<file path="config.mk">
export PLATFORM = sky130hd
export DESIGN_NAME = mips_multicycle_control
export DESIGN_NICKNAME = d
export VERILOG_FILES = /design/src/rtl/mips_multicycle_control.sv
export SDC_FILE = /design/constraint.sdc
export NUM_CORES = 1
export LEC_CHECK = 0
export ABC_CLOCK_PERIOD_IN_PS = 1550
export BUFFER_PORTS_ARGS = -buffer_cell sky130_fd_sc_hd__buf_4
export CAP_MARGIN = 20
export CORE_AREA = 5 5 51 53
export CTS_CLUSTER_DIAMETER = 30
export DETAILED_ROUTE_END_ITERATION = 8
export DIE_AREA = 0 0 56 58
export PLACE_DENSITY = 0.69
export SLEW_MARGIN = 20
export SYNTH_ARGS = -nofsm -noshare
export SYNTH_HDL_FRONTEND = slang
export SYNTH_SLANG_ARGS = --single-unit
</file>
<file path="constraint.sdc">
create_clock -name clk -period 1.55 [get_ports clk]
set_clock_uncertainty 0.2 [all_clocks]
set_input_delay 0.0775 -clock clk [delete_from_list [all_inputs] [get_ports clk]]
set_output_delay 0.0775 -clock clk [all_outputs]
set_load 0.02 [all_outputs]
</file>
<file path="src/rtl/mips_multicycle_control.sv">
// mips_multicycle_control
// Main control FSM for the multi-cycle MIPS datapath. It sequences
// fetch / decode / execute / memory / writeback over one shared ALU and
// one shared memory port. The only stall source is the mem_ready handshake.
//
// Ports:
//   clk          rising-edge system clock
//   rst_n        asynchronous active-low reset (aborts any instruction)
//   opcode[5:0]  instr[31:26], sampled and latched in DECODE
//   mem_ready    memory completes the current access this cycle
//   pc_write     unconditional PC load (gated by mem_ready in FETCH)
//   pc_write_beq PC load if ALU zero=1
//   pc_write_bne PC load if ALU zero=0
//   iord         memory address select: 0=PC, 1=ALUOut
//   mem_read     memory read strobe
//   mem_write    memory write strobe
//   ir_write     instruction register load (gated by mem_ready in FETCH)
//   mem_to_reg   register write data: 1=MDR, 0=ALUOut
//   reg_dst      destination register: 1=rd, 0=rt
//   reg_write    register file write enable
//   alu_src_a    ALU A: 0=PC, 1=regA
//   alu_src_b    ALU B: 00=regB, 01=4, 10=ext imm, 11=imm<<2
//   pc_source    PC source: 00=ALU result, 01=ALUOut, 10=jump target
//   alu_op[2:0]  ALUOp to alu_control_unit
//   illegal_op   one-cycle pulse in DECODE for an unsupported opcode
//   state_o[3:0] state encoding for debug:
//                0 IDLE, 1 FETCH, 2 DECODE, 3 MEMADR, 4 MEMRD, 5 MEMWB,
//                6 MEMWR, 7 EXEC, 8 ALUWB, 9 IEXEC, 10 IWB, 11 BRANCH, 12 JUMP

module mips_multicycle_control #(
  parameter int RESET_VECTOR_HOLD = 1
) (
  input  logic       clk,
  input  logic       rst_n,
  input  logic [5:0] opcode,
  input  logic       mem_ready,
  output logic       pc_write,
  output logic       pc_write_beq,
  output logic       pc_write_bne,
  output logic       iord,
  output logic       mem_read,
  output logic       mem_write,
  output logic       ir_write,
  output logic       mem_to_reg,
  output logic       reg_dst,
  output logic       reg_write,
  output logic       alu_src_a,
  output logic [1:0] alu_src_b,
  output logic [1:0] pc_source,
  output logic [2:0] alu_op,
  output logic       illegal_op,
  output logic [3:0] state_o
);

  typedef enum logic [3:0] {
    IDLE   = 4'd0,
    FETCH  = 4'd1,
    DECODE = 4'd2,
    MEMADR = 4'd3,
    MEMRD  = 4'd4,
    MEMWB  = 4'd5,
    MEMWR  = 4'd6,
    EXEC   = 4'd7,
    ALUWB  = 4'd8,
    IEXEC  = 4'd9,
    IWB    = 4'd10,
    BRANCH = 4'd11,
    JUMP   = 4'd12
  } state_t;

  localparam logic [3:0] HOLD_LAST = 4'(RESET_VECTOR_HOLD - 1);

  localparam logic [5:0] OP_RTYPE = 6'b000000;
  localparam logic [5:0] OP_J     = 6'b000010;
  localparam logic [5:0] OP_BEQ   = 6'b000100;
  localparam logic [5:0] OP_BNE   = 6'b000101;
  localparam logic [5:0] OP_ADDI  = 6'b001000;
  localparam logic [5:0] OP_ADDIU = 6'b001001;
  localparam logic [5:0] OP_SLTI  = 6'b001010;
  localparam logic [5:0] OP_SLTIU = 6'b001011;
  localparam logic [5:0] OP_ANDI  = 6'b001100;
  localparam logic [5:0] OP_ORI   = 6'b001101;
  localparam logic [5:0] OP_LUI   = 6'b001111;
  localparam logic [5:0] OP_LW    = 6'b100011;
  localparam logic [5:0] OP_LBU   = 6'b100100;
  localparam logic [5:0] OP_LHU   = 6'b100101;
  localparam logic [5:0] OP_SB    = 6'b101000;
  localparam logic [5:0] OP_SH    = 6'b101001;
  localparam logic [5:0] OP_SW    = 6'b101011;

  state_t     state;
  logic [3:0] hold_cnt;
  logic [5:0] op_q;

  function automatic logic is_load(input logic [5:0] op);
    return (op == OP_LW) || (op == OP_LBU) || (op == OP_LHU);
  endfunction

  function automatic logic is_store(input logic [5:0] op);
    return (op == OP_SW) || (op == OP_SB) || (op == OP_SH);
  endfunction

  function automatic logic is_imm_alu(input logic [5:0] op);
    return (op == OP_ADDI) || (op == OP_ADDIU) || (op == OP_ANDI) ||
           (op == OP_ORI)  || (op == OP_SLTI)  || (op == OP_SLTIU) ||
           (op == OP_LUI);
  endfunction

  function automatic logic [2:0] imm_alu_op(input logic [5:0] op);
    logic [2:0] r;
    case (op)
      OP_ANDI:           r = 3'b100;
      OP_ORI:            r = 3'b101;
      OP_SLTI, OP_SLTIU: r = 3'b110;
      default:           r = 3'b000;
    endcase
    return r;
  endfunction

  // The opcode is captured on the DECODE cycle so later states (load vs
  // store, immediate ALU op, beq vs bne) never depend on the live IR bus.
  always_ff @(posedge clk or negedge rst_n) begin
    if (!rst_n) begin
      state    <= IDLE;
      hold_cnt <= 4'd0;
      op_q     <= 6'd0;
    end else begin
      case (state)
        IDLE: begin
          if (hold_cnt >= HOLD_LAST) begin
            state    <= FETCH;
            hold_cnt <= 4'd0;
          end else begin
            hold_cnt <= hold_cnt + 4'd1;
          end
        end
        FETCH: begin
          if (mem_ready) state <= DECODE;
        end
        DECODE: begin
          op_q <= opcode;
          if (opcode == OP_RTYPE)                     state <= EXEC;
          else if (is_load(opcode) || is_store(opcode)) state <= MEMADR;
          else if (opcode == OP_BEQ || opcode == OP_BNE) state <= BRANCH;
          else if (opcode == OP_J)                    state <= JUMP;
          else if (is_imm_alu(opcode))                state <= IEXEC;
          else                                        state <= FETCH;
        end
        MEMADR: state <= is_store(op_q) ? MEMWR : MEMRD;
        MEMRD:  if (mem_ready) state <= MEMWB;
        MEMWB:  state <= FETCH;
        MEMWR:  if (mem_ready) state <= FETCH;
        EXEC:   state <= ALUWB;
        ALUWB:  state <= FETCH;
        IEXEC:  state <= IWB;
        IWB:    state <= FETCH;
        BRANCH: state <= FETCH;
        JUMP:   state <= FETCH;
        default: state <= FETCH;
      endcase
    end
  end

  // Outputs decode straight from the state register; FETCH additionally
  // gates the PC/IR loads with mem_ready so a stalled fetch is harmless.
  always_comb begin
    pc_write     = 1'b0;
    pc_write_beq = 1'b0;
    pc_write_bne = 1'b0;
    iord         = 1'b0;
    mem_read     = 1'b0;
    mem_write    = 1'b0;
    ir_write     = 1'b0;
    mem_to_reg   = 1'b0;
    reg_dst      = 1'b0;
    reg_write    = 1'b0;
    alu_src_a    = 1'b0;
    alu_src_b    = 2'b00;
    pc_source    = 2'b00;
    alu_op       = 3'b000;
    illegal_op   = 1'b0;
    case (state)
      FETCH: begin
        mem_read  = 1'b1;
        alu_src_b = 2'b01;
        ir_write  = mem_ready;
        pc_write  = mem_ready;
      end
      DECODE: begin
        alu_src_b  = 2'b11;
        illegal_op = !((opcode == OP_RTYPE) || is_load(opcode) ||
                       is_store(opcode) || (opcode == OP_BEQ) ||
                       (opcode == OP_BNE) || (opcode == OP_J) ||
                       is_imm_alu(opcode));
      end
      MEMADR: begin
        alu_src_a = 1'b1;
        alu_src_b = 2'b10;
      end
      MEMRD: begin
        mem_read = 1'b1;
        iord     = 1'b1;
      end
      MEMWB: begin
        reg_write  = 1'b1;
        mem_to_reg = 1'b1;
      end
      MEMWR: begin
        mem_write = 1'b1;
        iord      = 1'b1;
      end
      EXEC: begin
        alu_src_a = 1'b1;
        alu_op    = 3'b010;
      end
      ALUWB: begin
        reg_write = 1'b1;
        reg_dst   = 1'b1;
      end
      IEXEC: begin
        alu_src_a = 1'b1;
        alu_src_b = 2'b10;
        alu_op    = imm_alu_op(op_q);
      end
      IWB: begin
        reg_write = 1'b1;
        alu_op    = imm_alu_op(op_q);
      end
      BRANCH: begin
        alu_src_a    = 1'b1;
        alu_op       = 3'b001;
        pc_source    = 2'b01;
        pc_write_beq = (op_q == OP_BEQ);
        pc_write_bne = (op_q == OP_BNE);
      end
      JUMP: begin
        pc_write  = 1'b1;
        pc_source = 2'b10;
      end
      default: ;
    endcase
  end

  assign state_o = state;

endmodule
</file>
Word-level counts from Yosys, hierarchy flattened
Index checks and enable logic that the tools add are counted.

Register bits: 14. Bits of input ports: 9. Word-level logic and storage cells: 105.

Add/sub/neg operators: 1. Order comparisons: 1. Eq/ne operators: 41. Muxes and demuxes: 28. Reductions and logical operators: 31.

Operators by type and width (count): == test 6 x 4 -> 1 bit (second input constant) (11); == test 6 bit (second input constant) (9); two-way mux 4 bit (10); one-hot mux 4 bit (8 select lines) (1); == test 6 x 3 -> 1 bit (second input constant) (4); == test 4 bit (second input constant) (5); logical OR 1 bit (20); one-hot mux 3 bit (3 select lines) (2); == test 4 x 3 -> 1 bit (second input constant) (4); two-way mux 1 bit (11); OR reduction 2 bit (5); == test 4 x 2 -> 1 bit (second input constant) (2); != test 2 bit (second input constant) (4); == test 6 x 2 -> 1 bit (second input constant) (1); zero test 6 bit (1); one-hot mux 2 bit (3 select lines) (1); adder 4 x 1 -> 4 bit (second input constant) (1); == test 4 x 1 -> 1 bit (second input constant) (1); >= comparator 4 x 1 -> 1 bit (second input constant) (1); zero test 4 bit (1); one-hot mux 2 bit (2 select lines) (1); AND reduction 4 bit (1); OR reduction 4 bit (1); OR reduction 3 bit (1); 3 further kinds (3).

Longest topological paths before layout
Gate-level depths: netlist (run 1).

Word-level depth: 13. Mapped depth: 6.

Least setup slack after synthesis (run 1)
Ideal clock, no wire load.

Kind: register to output. Start: register state[1], in the netlist state_o[1]. End: output pc_write. Data arrival time: 1.965 ns. Data required time: 1.272 ns. Slack: -0.693 ns. Cell stages (with the launch flop): 5. Buffers on the path: 1. Cell sequence: dfrtp_1 > nand2b_1 > buf_2 > nor4b_1 > or2_2.

Longest elaborated chain between the ends: 2.

Ends and longest elaborated chain: start, declared (RTL line 91) `state_t state;`; start signal, assigned (RTL line 149) `MEMADR: state <= is_store(op_q) ? MEMWR : MEMRD;`; == test 4 bit or == test 4 x 1 -> 1 bit (tied branches) (RTL line 182) `case (state)`; one-hot mux 1 bit (2 select lines) * (RTL line 182); end, declared (RTL line 37) `output logic pc_write,`.

Every way passes the cells marked *; elsewhere a longest branch is shown, timed or not.

Worst setup path in the final report (run 1)
Start: register state[2], in the netlist state_o[2]. End: output pc_write.

Same word-level chain as after synthesis.

==> results of run 1 <==
worst register-to-register path, stage by stage, from the launching register on:
cell and delay (ps):
dfrtp_2 410, buf_4 130, nand2b_4 70, nor3_4 220, buf_12 140, buf_12 120, mux2_4 310
synthesized netlist by cell type:
cell type  count
a211o_1        2
a211oi_1       1
a21oi_1        6
a221o_1        1
a221oi_1       2
a22oi_1        1
a31oi_1        2
buf_2          5
clkbuf_1       2
dfrtp_1       10
inv_1          3
maj3_1         1
mux2_2         5
mux2i_1        1
nand2_1        8
nand2b_1       7
nand2b_2       1
nand2b_4       1
nand3_1        1
nand4_1        2
nor2_1        15
nor2b_1        2
nor3_1         7
nor3_4         1
nor3b_1        2
nor4_1         1
nor4b_1        2
o211ai_1       1
o21a_1         1
o21ai_0        5
o22ai_1        1
o311a_1        1
o31ai_1        2
or2_2          2
or3_1          1
xnor2_1        1
flip-flops by register name (all words and copies together), names as in the netlist:
name,count
op_q,6
state_o,4
final cells by class:
cell class              instances  share of cell area, %
well taps                      28                  1.902
flip-flops and latches         10                  13.86
inverters                       3                 0.7473
repair buffers                 82                  39.61
clock buffers                   4                  1.427
multi-input cells              87                  42.46
path summary, 6_finish.rpt:
kind | from | end | cells past startpoint
max | state_o[2] | pc_write | 5
min | opcode[2] | state_o[1] | 4
max reg2reg | state_o[1] | op_q[4] | 6
min reg2reg | op_q[2] | op_q[2] | 2
max in group asynchronous | rst_n | state_o[1] | 3
min in group asynchronous | rst_n | op_q[4] | 3
cells by family after synthesis:
group	count (synthesis)	synth area share, %
adder cells (fa/ha/maj)	1	1.185
multiplexers	6	7.851
buffers and inverters	10	5.185
XOR/XNOR	1	1.037
AO/OA/AOI/OAI	26	20.59
AND/OR/NAND/NOR	53	34.52
flip-flops	10	29.63
per-layer routing:
| layer | vias to the layer above | share of wire, % |
|---|---|---|
| li1 | 549 | - |
| met1 | 591 | 39 |
| met2 | 57 | 52 |
| met3 | 13 | 6.6 |
| met4 | 0 | 3.1 |
| met5 | - | 0 |
metrics by stage:
step           instances  utilization [%]  power (mW)  hold WS [ps]
2_1_floorplan        107                -       1.457        -418.1
3_3_place_gp         184            64.59       2.145        -294.6
3_5_place_dp         184            64.59       2.181        -294.1
4_1_cts              211            79.92       2.742         100.5
5_1_grt              214            87.46       3.329         86.83
6_report             214            87.46       3.160         69.25
cell usage in the layout (no fill, tap or decap), types with 3 or more instances in the layout:
cell            n
nor2_1         11
nand2b_4        5
nand2b_1        4
clkbuf_4        3
nand2_2         3
nor3_2          4
dlygate4sd3_1  10
dfrtp_1         6
nor2_4          4
dfrtp_2         4
mux2_4          5
buf_6          15
nand2_1         3
a21oi_1         3
buf_4          54
a21oi_2         3
nor3_4          3
repair_timing:
item                                    in CTS  in global routing
hold endpoints to repair                    19                  0
endpoints found under the setup margin      25                 27
cloned                                       0                  0
buffers inserted                            13                  4
hold buffers                                10                  0
pin swaps                                    7                 12
resized for setup                           25                 36
power breakdown:
| part | leakage (nW) | internal (mW) | total (mW) | switching [mW] |
|---|---|---|---|---|
| logic | 0.684 | 1.26 | 2.47 | 1.21 |
| clock network | 0.0150 | 0.0995 | 0.186 | 0.0868 |
| registers | 0.118 | 0.385 | 0.508 | 0.123 |
| total | 0.817 | 1.74 | 3.16 | 1.42 |
==> results.md, run 1 <==
* Status: finished with violations
* Failing checks: setup timing
* Post-synthesis area per instance at ~7.9 sq um
* Share of the synthesized area in the top cell type at 29.63%
* Met3 Use GR at 2.673%
* Max Buffers Root-to-Sink at 2
* CTS buffer count at 3
* Tmin final at 1889 ps
* Headroom to the max-slew limit at a little over two thirds
* Vias at 1,210
* Net Count, Synth at 116
* Clk_lat worst skew at roughly 270 ps
* PwrDens at 1715 nW/um^2
* Fin nets at about 200
* Filler Cells Inserted at 113
* Max VDD drop at approximately 1.2 mV
* LEAKAGE at 0.8172 nW
* Critical Path Max Stage Delay at 400 ps
* Crit-path slowest cell: dfrtp_2
* Routed length per instance at 18.39 um
* TritonCTS Sinks at 10
* Seq/Total Area, Yosys at 29.63%
* GR Overflow Total at 0
* Startpoint types: flop
* Synth cell types at 36
* Die ar. at 3248 sq um
* Max-slew violations at 0
* Initial Utilization at 40.11%
* Setup slack, reg-to-reg at -150 ps
* Core footprint at 2106 sq um
* Vias/cell at around 5.7
* GR Util met2 at 38.40%
* GR peak layer: met2
* WS Path Type: flop to output pin
* Fmax at between 500 and 600 MHz
* Vias in the first global route at 1,227
* Number of remaining DRC errors at 0
* Cell accounting for the most synthesized area: dfrtp_1
* Top cell by count, worst path: buf_4
* Period utilization at 121.9%
* GPL Wtd Cong at 0.8127
* Max-cap violations at 0
* Final ANT Viol Nets at 0
* Multi-input gate area at roughly 780 sq um
* Routing usage on met1 at 23.78%
* Critical Path, Cell by Cell: buf_4 -> buf_4 -> nor4b_4 -> or2_4 -> buf_4
* Die H at slightly below 60 um
* Hold crit path type: input pin to flop
* First-pass GRT wire length at 5.416 mm
* Final hold vios at 0
* # setup viols final at 26
* Area growth syn-to-layout at 118.1%
* Worst EP arrival at between 1500 and 2000 ps
* Critical path capture point type: output pin
* Diode count at 0
* Critical path's top delay family: buffers and inverters
* H-tree depth at 1
* Clock Pin Slew Worst Setup and Hold Paths at 60 ps
* TNS Setup at -4173 ps
* Synth top area cells: dfrtp_1, mux2_2, nor2_1
* Rows at 17
* CTS tree: done
* Pin count of the biggest net entering global routing at 11
* DP Worst Slack at -84.48 ps
* Critical path required time at 1270 ps
* Layout cells sized above 1 at about two thirds
* Total Wirelength at 3.936 mm
* #FFs+latches synth at 10
* Die X at 56 um
* Post-route setup slack at -338.8 ps
* FF+latch area at 255.2 sq um
* CTS root buffer: clkbuf_4
* DR iter-0 viols at 40
* Drt pass-1 iters at 4
* Yosys warns at 0
* Slew @ Worst Pin at 445.0 ps
* Synthesized area at 844.6 sq um
* Buf/Inv on CP at 3
* Antenna violations before repair at 0
* IO Pins at 32
* Worst Path Max Fanout at 10
* Cell area after layout at 1842 sq um
* HPWL after detailed placement at 2.042 mm
* GR Util All Layers at 21.20%
* RSZ-0062 raised after global routing: true
* DP Area at 1360 sq um
* I/O Buffers at 31
* Instance count of the mapped netlist at 107
(Power assumes the default switching activity.)
==> inputs of run 2 (changes only) <==
--- a/config.mk
+++ b/config.mk
@@ -5,14 +5,15 @@
 export SDC_FILE = /design/constraint.sdc
 export NUM_CORES = 1
 export LEC_CHECK = 0
-export ABC_CLOCK_PERIOD_IN_PS = 1550
+export ABC_CLOCK_PERIOD_IN_PS = 2400
 export BUFFER_PORTS_ARGS = -buffer_cell sky130_fd_sc_hd__buf_4
 export CAP_MARGIN = 20
-export CORE_AREA = 5 5 51 53
+export CORE_AREA = 5 5 47 49
 export CTS_CLUSTER_DIAMETER = 30
 export DETAILED_ROUTE_END_ITERATION = 8
-export DIE_AREA = 0 0 56 58
-export PLACE_DENSITY = 0.69
+export DIE_AREA = 0 0 52 54
+export MAX_ROUTING_LAYER = met4
+export PLACE_DENSITY = 0.78
 export SLEW_MARGIN = 20
 export SYNTH_ARGS = -nofsm -noshare
 export SYNTH_HDL_FRONTEND = slang
==> constraint.sdc (replaced) <==
create_clock -name clk -period 2.4 [get_ports clk]
set_clock_uncertainty 0.2 [all_clocks]
set_input_delay 0.12 -clock clk [delete_from_list [all_inputs] [get_ports clk]]
set_output_delay 0.12 -clock clk [all_outputs]
set_load 0.02 [all_outputs]
==> results.md, run 2 (synthesis results as in run 1) <==
* Slew @ Worst Pin at 474.4 ps (was 445.0 ps)
* Clk_lat worst skew at 250 ps (was 270 ps)
* Headroom to the max-slew limit at 67.93% (was 70.24%)
* Number of remaining DRC errors at 0 (unchanged)
* H-tree depth at 1 (unchanged)
* Antenna violations before repair at 0 (unchanged)
* GR Overflow Total at 0 (unchanged)
* Die X at 52 um (was 56 um)
* Critical Path Max Stage Delay at 510 ps (was 400 ps)
* GR Util All Layers at 17.36% (was 21.20%)
* Rows at 16 (was 17)
* Routed length per instance at 13.33 um (was 18.39 um)
* CTS tree: done (unchanged)
* Initial Utilization at 46.36% (was 40.11%)
* Worst EP arrival at 1760 ps (was 1610 ps)
* Critical path capture point type: output pin (unchanged)
* Layout cells sized above 1 at 32.88% (was 66.13%)
* Crit path launch: state_o[0] (was state_o[2])
* Hold crit path type: input pin to asynchronous set/reset pin (was input pin to flop)
* Die H at 54 um (was 58 um)
* Critical Path, Cell by Cell: nand2b_1 -> nor4b_1 -> or2_2 -> buf_4 (was buf_4 -> buf_4 -> nor4b_4 -> or2_4 -> buf_4)
* Tmin final at 2081 ps
* Fmax at 480.5 MHz
* Max-slew violations at 0 (unchanged)
* Max VDD drop at 0.6823 mV (was 1.164 mV)
* Multi-input gate area at 550.5 sq um (was 782.0 sq um)
* I/O Buffers at 31 (unchanged)
* R2r startpoint: state_o[0] (was state_o[1])
* FF-to-FF End: op_q[4] (unchanged)
* Vias/cell at 5.272 (was 5.654)
* Period utilization at 86.72%
* Crit path capture: pc_write (unchanged)
* Post-layout util at 66.48% (was 87.46%)
* TNS Setup at 0 ps (was -4173 ps)
* Max Buffers Root-to-Sink at 2 (unchanged)
* LEAKAGE at 0.5294 nW (was 0.8172 nW)
* Core footprint at 1822 sq um (was 2106 sq um)
* Clock Pin Slew Worst Setup and Hold Paths at 60 ps (about the same)
* Fin nets at 157 (was 196)
* Drt pass-1 iters at 4 (unchanged)
* Pin count of the biggest net entering global routing at 15 (was 11)
* FF+latch area at 250.2 sq um (was 255.2 sq um)
* Crit-path slowest cell: dfrtp_1 (was dfrtp_2)
* # setup viols final at 0 (was 26)
* Startpoint types: flop (unchanged)
* RSZ-0062 raised after global routing: false (was true)
* Worst Path Max Fanout at 10 (unchanged)
* Finished Layout Cells at 173 (was 214)
* GPL Wtd Cong at 0.8257 (was 0.8127)
* Post-CTS sizing at 0 (was 25)
* Dpl cells at 162 (was 184)
* PwrDens at 1016 nW/um^2 (was 1715 nW/um^2)
* Area growth syn-to-layout at 43.41% (was 118.1%)
* DR iter-0 viols at 26 (was 40)
* Most frequent cells in the layout: buf_4, nor2_1, dfrtp_1 (was buf_4, buf_6, nor2_1)
* Number of flip-flops in the largest register at 6 (unchanged)
* Final hold vios at 0 (unchanged)
* Top reg by flops: op_q (unchanged)
* Setup slack, reg-to-reg at 620 ps (was -150 ps)
* Status: completed (was finished with violations)
* Vias in the first global route at 824 (was 1,227)
* HPWL after detailed placement at 1.770 mm (was 2.042 mm)
* Cell area after layout at 1211 sq um (was 1842 sq um)
* Diode count at 0 (unchanged)
* DP Area at 1109 sq um (was 1360 sq um)
* Die ar. at 2808 sq um (was 3248 sq um)
* WS Path Type: flop to output pin (unchanged)
* Vias at 912 (was 1,210)
* Filler Cells Inserted at 154 (was 113)
* Critical path required time at 2080 ps (was 1270 ps)
* IO Pins at 32 (unchanged)
* CTS buffer count at 3 (unchanged)
* Commonest non-fill, non-tap cell in the layout: buf_4 (unchanged)
* TritonCTS Sinks at 10 (unchanged)
* Total Wirelength at 2.306 mm (was 3.936 mm)
* Total Power at 1.230 mW (was 3.160 mW)
* Max-cap violations at 0 (unchanged)
* R2R depth at 3 (was 6)
* CTS root buffer: clkbuf_4 (unchanged)
* First-pass GRT wire length at 3.643 mm (was 5.416 mm)
* Final ANT Viol Nets at 0 (unchanged)
-- run 2: how the worst min path moves through the flow --
stage / from / to / slack (ps) / depth (start not counted)
final: rst_n / op_q[1] / 30 / 2
after global routing: rst_n / op_q[0] / 50 / 2
after CTS: rst_n / op_q[0] / 30 / 2
after detailed placement: rst_n / op_q[0] / -250 / 1
after global placement: rst_n / op_q[0] / -250 / 1
after floorplan: rst_n / op_q[0] / -380 / 0
-- run 2: worst max-delay path: cells and delay by family (launching register included) --
| family | cells | cell delay [ps] |
|---|---|---|
| buffers and inverters | 1 | 130 |
| and+or+nand+nor | 3 | 860 |
| DFF | 1 | 510 |
-- run 2: power by group --
group | internal (mW) | total, mW | switching [mW] | leakage [nW]
Combinational | 0.351 | 0.784 | 0.434 | 0.392
Sequential | 0.244 | 0.343 | 0.0988 | 0.123
Clock | 0.0572 | 0.103 | 0.0457 | 0.0138
Total | 0.652 | 1.23 | 0.578 | 0.529
-- run 2: area by class of cell --
cell class,count,share of cell area [%]
well taps,27,2.789
inverters,3,0.9298
repair buffers,43,28.31
multi-input cells,87,45.45
clock buffers,3,1.860
flip-flops and latches,10,20.66
-- run 2: repair_timing --
item                                   in CTS  in global routing
hold buffers                                8                  0
buffers inserted                            0                  0
endpoints found under the hold margin      17                  0
-- run 2: routing by layer --
metal / vias to the layer above / track usage (%) / part of all wire, %
li1: 470 / - / -
met1: 421 / 22.34 / 46
met3: 0 / 0.8310 / 4.5
met2: 21 / 29.50 / 49
met5: - / - / 0
met4: 0 / 5.240 / 0
-- run 2: through the flow --
stage                     setup slack, ps  hold slack (ps)
final                               318.8            31.87
after global routing                107.9            54.36
after CTS                           332.1            29.63
after detailed placement            622.8           -249.3
after global placement              630.7           -251.0
after floorplan                     114.6           -375.6
